[src/rtl/i2c_tcs_target_if.sv]
// I2C pad bundle between a bus master (or bench) and the TCS3472 target model.
// The target never drives SDA high: sda_oe=1 pulls the open-drain line low.
interface i2c_tcs_target_if;
    logic scl_i;
    logic sda_i;
    logic sda_oe;

    modport master (
        output scl_i,
        output sda_i,
        input  sda_oe
    );

    modport slave (
        input  scl_i,
        input  sda_i,
        output sda_oe
    );
endinterface

[src/rtl/i2c_tcs_target.sv]
// I2C target emulating the TCS3472 colour sensor register interface.
// Optional TCS_SHADOW_LATCH_EN: a CDATAL read snapshots all channel inputs.
module i2c_tcs_target #(
    parameter logic [6:0] DEVICE_ADDRESS = 7'h29,
    parameter logic [7:0] ID_VALUE       = 8'h44,
    parameter int         FILTER_LEN     = 3
) (
    input  logic              clk,
    input  logic              rst,
    i2c_tcs_target_if.slave   bus,
    input  logic [15:0]       clear_in,
    input  logic [15:0]       red_in,
    input  logic [15:0]       green_in,
    input  logic [15:0]       blue_in,
    input  logic              data_valid_in,
    output logic              pon,
    output logic              aen,
    output logic [7:0]        atime,
    output logic [1:0]        again,
    output logic              reg_wr,
    output logic [4:0]        reg_wr_addr,
    output logic              busy
);

    localparam int CW = (FILTER_LEN > 1) ? $clog2(FILTER_LEN) : 1;
    localparam logic [CW-1:0] CNT_MAX = CW'(FILTER_LEN - 1);

    typedef enum logic [3:0] {
        IDLE,
        ADDR,
        ADDR_ACK,
        CMD,
        CMD_ACK,
        WR_BYTE,
        WR_ACK,
        RD_BYTE,
        RD_ACK,
        IGNORE
    } state_t;

    // index 1 = SCL, index 0 = SDA
    logic [1:0]    pad;
    logic [1:0]    sync1;
    logic [1:0]    sync2;
    logic [1:0]    filt;
    logic [1:0]    filt_q;
    logic [CW-1:0] flt_cnt [2];

    logic scl;
    logic sda;
    logic scl_rise;
    logic scl_fall;
    logic start_c;
    logic stop_c;

    state_t      state;
    logic [7:0]  sh;
    logic [2:0]  bcnt;
    logic        got;
    logic        rw;
    logic        nack;
    logic [4:0]  ptr;
    logic [1:0]  en;
    logic [7:0]  atime_q;
    logic [1:0]  again_q;
    logic        avalid;
    logic        sda_oe_q;
    logic        busy_q;
    logic        reg_wr_q;
    logic [4:0]  reg_wr_addr_q;

    logic        rd_load;
    logic [7:0]  rd_data;
    logic [15:0] src_c;
    logic [15:0] src_r;
    logic [15:0] src_g;
    logic [15:0] src_b;

    assign pad = {bus.scl_i, bus.sda_i};

    // Two-flop synchronizer followed by a consecutive-sample glitch filter.
    always_ff @(posedge clk) begin
        if (rst) begin
            sync1  <= 2'b11;
            sync2  <= 2'b11;
            filt   <= 2'b11;
            filt_q <= 2'b11;
            for (int i = 0; i < 2; i++) begin
                flt_cnt[i] <= '0;
            end
        end else begin
            sync1  <= pad;
            sync2  <= sync1;
            filt_q <= filt;
            for (int i = 0; i < 2; i++) begin
                if (sync2[i] == filt[i]) begin
                    flt_cnt[i] <= '0;
                end else if (flt_cnt[i] == CNT_MAX) begin
                    filt[i]    <= sync2[i];
                    flt_cnt[i] <= '0;
                end else begin
                    flt_cnt[i] <= flt_cnt[i] + 1'b1;
                end
            end
        end
    end

    assign scl      = filt[1];
    assign sda      = filt[0];
    assign scl_rise = scl & ~filt_q[1];
    assign scl_fall = ~scl & filt_q[1];
    assign start_c  = scl & filt_q[1] & filt_q[0] & ~sda;
    assign stop_c   = scl & filt_q[1] & ~filt_q[0] & sda;

    // A read byte is fetched when leaving an ACK slot towards RD_BYTE.
    assign rd_load = scl_fall & ~start_c & ~stop_c &
                     (((state == ADDR_ACK) & rw) |
                      ((state == RD_ACK) & ~nack));

`ifdef TCS_SHADOW_LATCH_EN
    logic [15:0] sh_c;
    logic [15:0] sh_r;
    logic [15:0] sh_g;
    logic [15:0] sh_b;

    // Snapshot all channels when CDATAL is fetched for a read.
    always_ff @(posedge clk) begin
        if (rst) begin
            sh_c <= '0;
            sh_r <= '0;
            sh_g <= '0;
            sh_b <= '0;
        end else if (rd_load && ptr == 5'h14) begin
            sh_c <= clear_in;
            sh_r <= red_in;
            sh_g <= green_in;
            sh_b <= blue_in;
        end
    end

    assign src_c = sh_c;
    assign src_r = sh_r;
    assign src_g = sh_g;
    assign src_b = sh_b;
`else
    assign src_c = clear_in;
    assign src_r = red_in;
    assign src_g = green_in;
    assign src_b = blue_in;
`endif

    // Register read mux; CDATAL comes live since it is the snapshot byte.
    always_comb begin
        rd_data = 8'h00;
        case (ptr)
            5'h00:   rd_data = {6'b0, en};
            5'h01:   rd_data = atime_q;
            5'h0F:   rd_data = {6'b0, again_q};
            5'h12:   rd_data = ID_VALUE;
            5'h13:   rd_data = {7'b0, avalid};
            5'h14:   rd_data = clear_in[7:0];
            5'h15:   rd_data = src_c[15:8];
            5'h16:   rd_data = src_r[7:0];
            5'h17:   rd_data = src_r[15:8];
            5'h18:   rd_data = src_g[7:0];
            5'h19:   rd_data = src_g[15:8];
            5'h1A:   rd_data = src_b[7:0];
            5'h1B:   rd_data = src_b[15:8];
            default: rd_data = 8'h00;
        endcase
    end

    // Protocol FSM, register file and registered bus outputs.
    always_ff @(posedge clk) begin
        if (rst) begin
            state         <= IDLE;
            sh            <= '0;
            bcnt          <= '0;
            got           <= 1'b0;
            rw            <= 1'b0;
            nack          <= 1'b0;
            ptr           <= '0;
            en            <= '0;
            atime_q       <= 8'hFF;
            again_q       <= '0;
            avalid        <= 1'b0;
            sda_oe_q      <= 1'b0;
            busy_q        <= 1'b0;
            reg_wr_q      <= 1'b0;
            reg_wr_addr_q <= '0;
        end else begin
            reg_wr_q <= 1'b0;
            if (start_c) begin
                state    <= ADDR;
                bcnt     <= '0;
                got      <= 1'b0;
                sda_oe_q <= 1'b0;
            end else if (stop_c) begin
                state    <= IDLE;
                got      <= 1'b0;
                sda_oe_q <= 1'b0;
                busy_q   <= 1'b0;
            end else begin
                unique case (state)
                    ADDR, CMD, WR_BYTE: begin
                        if (scl_rise) begin
                            sh   <= {sh[6:0], sda};
                            bcnt <= bcnt + 3'd1;
                            if (bcnt == 3'd7) got <= 1'b1;
                        end else if (scl_fall && got) begin
                            got <= 1'b0;
                            if (state == ADDR) begin
                                if (sh[7:1] == DEVICE_ADDRESS) begin
                                    state    <= ADDR_ACK;
                                    sda_oe_q <= 1'b1;
                                    rw       <= sh[0];
                                    busy_q   <= 1'b1;
                                end else begin
                                    state <= IGNORE;
                                end
                            end else if (state == CMD) begin
                                state    <= CMD_ACK;
                                sda_oe_q <= 1'b1;
                                if (sh[7]) ptr <= sh[4:0];
                            end else begin
                                state         <= WR_ACK;
                                sda_oe_q      <= 1'b1;
                                reg_wr_q      <= 1'b1;
                                reg_wr_addr_q <= ptr;
                                ptr           <= ptr + 5'd1;
                                if (ptr == 5'h00) begin
                                    en <= sh[1:0];
                                    if (!sh[1]) avalid <= 1'b0;
                                end else if (ptr == 5'h01) begin
                                    atime_q <= sh;
                                end else if (ptr == 5'h0F) begin
                                    again_q <= sh[1:0];
                                end
                            end
                        end
                    end
                    ADDR_ACK: begin
                        if (scl_fall) begin
                            bcnt <= '0;
                            got  <= 1'b0;
                            if (rd_load) begin
                                state    <= RD_BYTE;
                                sh       <= rd_data;
                                sda_oe_q <= ~rd_data[7];
                            end else begin
                                state    <= CMD;
                                sda_oe_q <= 1'b0;
                            end
                        end
                    end
                    CMD_ACK, WR_ACK: begin
                        if (scl_fall) begin
                            state    <= WR_BYTE;
                            sda_oe_q <= 1'b0;
                            bcnt     <= '0;
                            got      <= 1'b0;
                        end
                    end
                    RD_BYTE: begin
                        if (scl_rise) begin
                            bcnt <= bcnt + 3'd1;
                            if (bcnt == 3'd7) got <= 1'b1;
                        end else if (scl_fall) begin
                            if (got) begin
                                got      <= 1'b0;
                                sda_oe_q <= 1'b0;
                                ptr      <= ptr + 5'd1;
                                state    <= RD_ACK;
                            end else begin
                                sh       <= {sh[6:0], 1'b0};
                                sda_oe_q <= ~sh[6];
                            end
                        end
                    end
                    RD_ACK: begin
                        if (scl_rise) begin
                            nack <= sda;
                        end else if (scl_fall) begin
                            bcnt <= '0;
                            got  <= 1'b0;
                            if (rd_load) begin
                                state    <= RD_BYTE;
                                sh       <= rd_data;
                                sda_oe_q <= ~rd_data[7];
                            end else begin
                                state    <= IGNORE;
                                sda_oe_q <= 1'b0;
                            end
                        end
                    end
                    default: ;
                endcase
            end
            // A fresh conversion wins over a same-cycle ENABLE clear.
            if (data_valid_in) avalid <= 1'b1;
        end
    end

    assign bus.sda_oe  = sda_oe_q;
    assign busy        = busy_q;
    assign reg_wr      = reg_wr_q;
    assign reg_wr_addr = reg_wr_addr_q;
    assign pon         = en[0];
    assign aen         = en[1];
    assign atime       = atime_q;
    assign again       = again_q;

endmodule
[src/flat_wrapper.sv]
// flat-port wrapper written by rule: the top's interface ports become plain ports
module i2c_tcs_target_flat 
#(
    parameter logic [6:0] DEVICE_ADDRESS = 7'h29,
    parameter logic [7:0] ID_VALUE       = 8'h44,
    parameter int         FILTER_LEN     = 3
)
  (clk, rst, clear_in, red_in, green_in, blue_in, data_valid_in, pon, aen, atime, again, reg_wr, reg_wr_addr, busy, bus_scl_i, bus_sda_i, bus_sda_oe);
  i2c_tcs_target_if bus_i ();
  input  logic clk;
  input  logic rst;
  input  logic [15:0] clear_in;
  input  logic [15:0] red_in;
  input  logic [15:0] green_in;
  input  logic [15:0] blue_in;
  input  logic data_valid_in;
  output logic pon;
  output logic aen;
  output logic [7:0] atime;
  output logic [1:0] again;
  output logic reg_wr;
  output logic [4:0] reg_wr_addr;
  output logic busy;
  input wire logic [$bits(bus_i.scl_i)-1:0] bus_scl_i;
  input wire logic [$bits(bus_i.sda_i)-1:0] bus_sda_i;
  output wire logic [$bits(bus_i.sda_oe)-1:0] bus_sda_oe;
  assign bus_i.scl_i = bus_scl_i;
  assign bus_i.sda_i = bus_sda_i;
  assign bus_sda_oe = bus_i.sda_oe;
  i2c_tcs_target #(.DEVICE_ADDRESS(DEVICE_ADDRESS), .ID_VALUE(ID_VALUE), .FILTER_LEN(FILTER_LEN)) u_core (.clk(clk), .rst(rst), .bus(bus_i), .clear_in(clear_in), .red_in(red_in), .green_in(green_in), .blue_in(blue_in), .data_valid_in(data_valid_in), .pon(pon), .aen(aen), .atime(atime), .again(again), .reg_wr(reg_wr), .reg_wr_addr(reg_wr_addr), .busy(busy));
endmodule
[config.mk]
export PLATFORM = sky130hd
export DESIGN_NAME = i2c_tcs_target_flat
export DESIGN_NICKNAME = d
export VERILOG_FILES = /design/src/rtl/i2c_tcs_target_if.sv /design/src/rtl/i2c_tcs_target.sv /design/src/flat_wrapper.sv
export SDC_FILE = /design/constraint.sdc
export NUM_CORES = 1
export LEC_CHECK = 0
export CAP_MARGIN = 40
export CORE_MARGIN = 2
export CORE_UTILIZATION = 49
export CTS_CLUSTER_DIAMETER = 50
export DETAILED_ROUTE_END_ITERATION = 16
export MAX_ROUTING_LAYER = met4
export PLACE_DENSITY = 0.8
export SYNTH_ARGS = -nofsm -noshare
export SYNTH_HDL_FRONTEND = slang
export SYNTH_SLANG_ARGS = --single-unit
export TNS_END_PERCENT = 100
[constraint.sdc]
create_clock -name clk -period 2.6 [get_ports clk]
set_clock_uncertainty 0.05 [all_clocks]
set_input_delay 0.78 -clock clk [delete_from_list [all_inputs] [get_ports clk]]
set_output_delay 0.78 -clock clk [all_outputs]
set_load 0.05 [all_outputs]
==> qor.yml, run 1 <==
die:
  row_count: 30
  fp.dieH_um: 87.1
  die-area_sq_um: 7590
  core_area_sq_um: 6760
  fp.dieW_um: 87.1
  io_pins: 89
  start_util: 0.501
critical_path:
  arrival_ns: 1.57
  cp_max_fo: 3
  critical_path.top_delay_family: "buffers and inverters"
  slowest_delay_ns: 0.84
  end_kind: "output port"
  critPathBufInv: 1
  cp-start-kind: "flip-flop"
  path_depth: 1
  timing_worst_setup_path_type: "reg2out"
  crit_required_ns: 1.77
  cp_cell_sequence: "clkdlybuf4s50_1"
  reg2regPathDepth: 9
  slowest_stage: "clkdlybuf4s50_1"
cells_and_area:
  final_nets: 578
  diodes: 0
  area_growth_pct: 32.7
  drive_gt1_frac: 0.0898
  final_cell_mix: "clkdlybuf4s50_1 (88), dfxtp_1 (52), nor2_1 (51), a22oi_1 (27), a21oi_1 (26)"
  finalNonFillerCells: 581
  mostFrequentLayoutCell: "clkdlybuf4s50_1"
  post-route-util: 0.665
detailed_routing:
  ant_nets: 0
  drt_wl_total_um: 9830
  via_per_inst: 5.95
  drc: 0
  drt_first_pass_iters: 5
  detail_route.wl_per_cell_um: 16.9
  vias: 3455
  drt_iter0_drc: 314
synthesis:
  synthMuxAreaShare: 0.0266
  synthXorXnorAreaFrac: 0.00776
  synth-seq-cells: 56
  yosysUniqueCellTypes: 58
  yosysSeqAreaShare: 0.343
  synth_edf_count: 4
  synth_compound_area_frac: 0.287
  synth_top_family_by_area: "compound AO/OA/AOI/OAI gates"
  syn_avg_cell_area_sq_um: 8.19
  synth_fa_ha_area_frac: 0.0333
  ys.warnings.count: 0
  async_flop_share: 0
  syn_inst: 413
  ys.flop_type: "dfxtp_1"
  synth_area_sq_um: 3380
  synth-simple-area-share: 0.248
run_status:
  status: "finished, final reports clean"
power_and_ir_drop:
  leakagePower_uw: 0.00160
  cellPowerDensity_nw_per_um2: 352
  vdd_drop_max_uv: 280
  power.total_uw: 1580
clock_tree:
  cts_tree: "yes"
  cts_buffers: 5
  htreeDepth: 2
  cts.sinks: 56
  cts_max_path_buffers: 2
  worst_skew_pair.late_latency_ns: 0.31
  clk_pin_slew_ns: 0.11
  cts-root-buf: "clkbuf_8"
placement:
  dp_hpwl_um: 7510
  place_ws_ns: 0.155
  gp_congestion: 0.940
  portBuffers: 88
  post-place-cells: 573
global_route:
  grt_usage: 0.271
  grt_max_degree: 30
  grt_pass1_vias: 3210
  grt.overflow.total: 0
  antenna_found_initial: 0
  grt_pass1_wl_um: 15900
sta:
  hold_violations: 0
  setup_viol_count_final: 0
  rsz0062_at_grt: "no"
  maxSlewViolCount: 0
  fmax_ghz: 0.417
  max_slew_margin: 0.513
  setup_ws_ns: 0.204
  finalCritPeriodShare: 0.921
  period_minus_slack_ns: 2.40
  fin_tns_setup_ns: 0
  worstMarginPinSlew_ns: 0.721
hold_path:
  min_path_type: "reg2reg"
  hold_depth: 1
run:
  maxCapViolations: 0
registers in the layout (all words and copies together), names as in the netlist, 2 cells and up:
signal              cells
u_core.state            4
u_core.again            2
u_core.sync1            2
u_core.reg_wr_addr      5
u_core.sh               8
u_core.bcnt             3
u_core.flt_cnt          4
u_core.ptr              5
u_core.filt             2
u_core.sync2            2
u_core.en               2
u_core.filt_q           2
u_core.atime            8
Yosys cell counts (3+ instances only):
master     n  share of area
a21oi_1   26          0.038
a211oi_1   4         0.0089
a22oi_1   27          0.060
a211o_1   13          0.034
mux2i_1    9          0.027
and3_1     3         0.0055
nor2_1    51          0.057
o21ai_1    3         0.0044
ha_1       9          0.033
inv_1     12          0.013
nand2b_1  10          0.018
nor2b_1   16          0.030
or3_1      5         0.0092
clkbuf_1  18          0.020
o21ai_0   17          0.025
o21bai_1   3         0.0067
nand3b_1   3         0.0067
o31ai_1    5          0.011
nor3_1    12          0.018
or2_2      7          0.013
o22ai_1    8          0.015
xnor2_1    3         0.0078
nand3_1    6         0.0089
buf_1      3         0.0033
a22o_1     5          0.013
dfxtp_1   52           0.31
nand2_1   22          0.024
a31oi_1    5         0.0092
a221oi_1  10          0.026
edfxtp_1   4          0.035
buf_2      9          0.013
through the flow:
step / hold WS [ns] / area [sq um]
after floorplan: 0.339 / 3400
after global placement: 0.343 / 4390
after detailed placement: 0.348 / 4390
after CTS: 0.384 / 4480
after global routing: 0.398 / 4490
final: 0.382 / 4490
report_power, final:
| group | leakage [uW] | switching, uW | internal, uW |
|---|---|---|---|
| Combinational | 0.00110 | 64.2 | 125 |
| Clock | 0.0000404 | 305 | 192 |
| Sequential | 0.000462 | 11.7 | 881 |
layer usage:
| layer | GRT usage | part of all wire | vias up |
|---|---|---|---|
| li1 | - | - | 1692 |
| met5 | - | 0 | - |
| met1 | 0.381 | 0.45 | 1610 |
| met4 | 0.0615 | 0.012 | 0 |
| met3 | 0.0512 | 0.068 | 20 |
| met2 | 0.406 | 0.47 | 133 |
repair_timing:
action	in CTS	in global routing
resized for setup	0	1
hold buffers	0	0
buffers inserted	0	0
endpoints found under the setup margin	0	4
final timing paths:
| kind | from | end | slack [ns] |
|---|---|---|---|
| worst max-delay path | u_core.atime[4] | atime[4] | 0.20 |
| worst min register to register | u_core.sync1[1] | u_core.sync2[1] | 0.38 |
| worst min-delay path | u_core.sync1[1] | u_core.sync2[1] | 0.38 |
| worst max register to register | u_core.ptr[1] | u_core.sh[1] | 0.25 |
kinds of logic (layout without fill, tap and decap cells):
logic type,Yosys count,count (layout)
compound gates,140,140
xor+xnor,3,3
fa+ha+maj,9,9
buf+inv,43,128
flops,56,56
mux,9,9
other cells,1,4
simple gates,152,152
final cells by class:
| class | instances | area [sq um] |
|---|---|---|
| multi-input combinational | 317 | 2060 |
| clock inverter | 3 | 23.8 |
| tap | 80 | 100 |
| clock buffer | 5 | 68.8 |
| timing repair buffer | 108 | 1030 |
| fill | 564 | 2270 |
| sequential | 56 | 1160 |
| inverter | 12 | 45.0 |
Note: power is estimated with default switching activity, not from simulation.
==> inputs of run 2 (changes only) <==
Settings changed: REMOVE_ABC_BUFFERS from default to 1.
==> run 2 against run 1 <==
Effect of this change:
- sequential power barely moved
- worst hold slack got worse by 0.0097 ns
- setup slack got worse by 0.014 ns
- cell count rose by 0.34%
- first-iteration DRC count rose by 12%
- cell area rose by 0.98%
- die area did not move
- register-to-register slack got worse by 0.03 ns
- critical path type unchanged
- critical endpoint unchanged
- largest power group unchanged
- highest routed layer unchanged
==> qor.yml, run 2 (synthesis gave the netlist of run 1 again) <==
sta:
  fmax_ghz: 0.415  # -0.58%
  hold_violations: 0  # unchanged
  max_slew_margin: 0.621  # +0.108
  finalCritPeriodShare: 0.927  # +0.00539
  worstMarginPinSlew_ns: 0.560  # -0.160 ns
  maxSlewViolCount: 0  # unchanged
  setup_viol_count_final: 0  # unchanged
  rsz0062_at_grt: "no"
  period_minus_slack_ns: 2.41  # +0.0140 ns
  fin_tns_setup_ns: 0  # unchanged
  holdWs_ns: 0.372  # -0.00967 ns
hold_path:
  min_path_type: "reg2reg"
  hold_depth: 1  # unchanged
  worstHoldStart: "u_core.sync1[1]"
  whs_endpoint: "u_core.sync2[1]"
clock_tree:
  cts.sinks: 56  # unchanged
  worst_skew_pair.late_latency_ns: 0.33  # +0.02 ns
  cts-root-buf: "clkbuf_8"
  post_cts_buffers: 0  # unchanged
  htreeDepth: 2  # unchanged
  cts_tree: "yes"
  clk_pin_slew_ns: 0.11  # about the same
  cts_buffers: 5  # unchanged
  holdBufCountCts: 0  # unchanged
  cts_resized: 0  # unchanged
  cts_max_path_buffers: 2  # unchanged
run:
  maxCapViolations: 0  # unchanged
detailed_routing:
  drt_iter0_drc: 352  # +12%
  ant_nets: 0  # unchanged
  drt_first_pass_iters: 5  # unchanged
  drc: 0  # unchanged
  via_per_inst: 6.05  # +1.8%
  vias: 3530  # +2.2%
  detail_route.wl_per_cell_um: 17.1  # +0.98%
  drt_wl_total_um: 9960  # +1.3%
global_route:
  grt_usage: 0.271  # about the same
  grt_pass1_vias: 3292  # +2.6%
  grt.overflow.total: 0  # unchanged
  grt_pass1_wl_um: 16000  # +0.83%
  antenna_found_initial: 0  # unchanged
  grt_max_degree: 20  # -33%
critical_path:
  cp_cell_sequence: "clkdlybuf4s50_1"
  reg2regPathDepth: 9  # unchanged
  cp_max_fo: 3  # unchanged
  worstReg2RegEnd: "u_core.sh[0]"
  reg2reg_slack_ns: 0.22  # -0.03 ns
  critPathBufInv: 1  # unchanged
  critical_path.top_delay_family: "buffers and inverters"
  slowest_stage: "clkdlybuf4s50_1"
  arrival_ns: 1.58  # about the same
  cp-start-kind: "flip-flop"
  r2r_start: "u_core.ptr[1]"
  end_kind: "output port"
  crit_required_ns: 1.77  # about the same
  slowest_delay_ns: 0.85  # about the same
  timing_worst_setup_path_type: "reg2out"
die:
  start_util: 0.501  # unchanged
  core_area_sq_um: 6760  # unchanged
  io_pins: 89  # unchanged
  fp.dieH_um: 87.1  # unchanged
  row_count: 30  # unchanged
  die-area_sq_um: 7590  # unchanged
  fp.dieW_um: 87.1  # unchanged
cells_and_area:
  mostFrequentLayoutCell: "clkdlybuf4s50_1"
  regArea_sq_um: 1160  # unchanged
  final_cell_mix: "clkdlybuf4s50_1 (88), dfxtp_1 (52), nor2_1 (51), a22oi_1 (27), a21oi_1 (26)"
  area_growth_pct: 34.0
  finalNonFillerCells: 583  # +0.34%
  diodes: 0  # unchanged
  drive_gt1_frac: 0.0915  # +0.00163
  fillerInstances: 587  # +4.1%
  post-route-util: 0.671  # +0.00648
  final_nets: 580  # +0.35%
  multi_input_comb_area_sq_um: 2050  # -0.30%
power_and_ir_drop:
  vdd_drop_max_uv: 322  # +15%
  leakagePower_uw: 0.00163  # +2.1%
  cellPowerDensity_nw_per_um2: 371  # +5.6%
placement:
  portBuffers: 88  # unchanged
  dp_hpwl_um: 7470  # -0.48%
  gp_congestion: 0.949  # +0.99%
  post-place-cells: 575  # +0.35%
run_status:
  status: "finished, final reports clean"
## run 2: cell count changes in the layout (fill, tap and decap cells not counted)
cell	before	now
clkinv_4	1	0
buf_4	20	21
bufinv_16	0	1
a221oi_2	1	0
a221oi_1	9	10
buf_12	0	1
clkinv_2	0	1
inv_8	0	1
clkinvlp_4	2	0
## run 2: area by class of cell
cell class                      count  share of cell area
Timing Repair Buffer              110               0.233
Multi-Input combinational cell    317               0.453
Inverter                           12             0.00993
Tap cell                           80              0.0221
Sequential cell                    56               0.256
Clock inverter                      3              0.0102
Clock buffer                        5              0.0152
## run 2: worst reg2reg max path: cells and delay by family, from the launching register on
| kind | cells | cell delay, ns |
|---|---|---|
| AOI/OAI and AO/OA | 5 | 0.84 |
| and+or+nand+nor | 1 | 0.46 |
| DFF | 1 | 0.37 |
| buffers and inverters | 2 | 0.35 |
| adders and majority gates | 1 | 0.25 |
## run 2: metal layers
metal  part of all wire  routed length (um)  track usage  vias to the layer above
met5                  0                   0            -                        -
met4              0.022                 221       0.0755                        0
met3              0.064                 640       0.0427                       27
met2               0.48                4750        0.446                      151
met1               0.44                4350        0.346                     1652
li1                   -                   -            -                     1700
## run 2: worst max-delay path by stage
stage          slack [ns]       startpoint  cells after the start         endpoint
4_1_cts              0.18  u_core.atime[4]                      1         atime[4]
3_5_place_dp         0.15      clear_in[9]                      6     u_core.sh[1]
5_1_grt              0.05    u_core.ptr[1]                      9     u_core.sh[0]
2_1_floorplan        0.31    u_core.ptr[1]                      6  u_core.atime[0]
3_3_place_gp         0.17      green_in[9]                      6     u_core.sh[1]
6_report             0.19  u_core.atime[4]                      1         atime[4]
## run 2: power breakdown
| group | leakage (uW) | internal [uW] | switching [uW] | total [uW] |
|---|---|---|---|---|
| clock | 0.0000600 | 293 | 310 | 602 |
| combinational | 0.00111 | 125 | 63.3 | 188 |
| sequential | 0.000462 | 881 | 12.6 | 893 |
## run 2: metrics by stage
stage                     instance area (sq um)  total power [uW]  worst slack [ns]
final                                      4530              1680             0.190
after detailed placement                   4420              1100             0.150
after CTS                                  4530              1690             0.185
after global placement                     4420              1090             0.173
after global routing                       4530              1740            0.0520
after floorplan                            3260               966             0.307
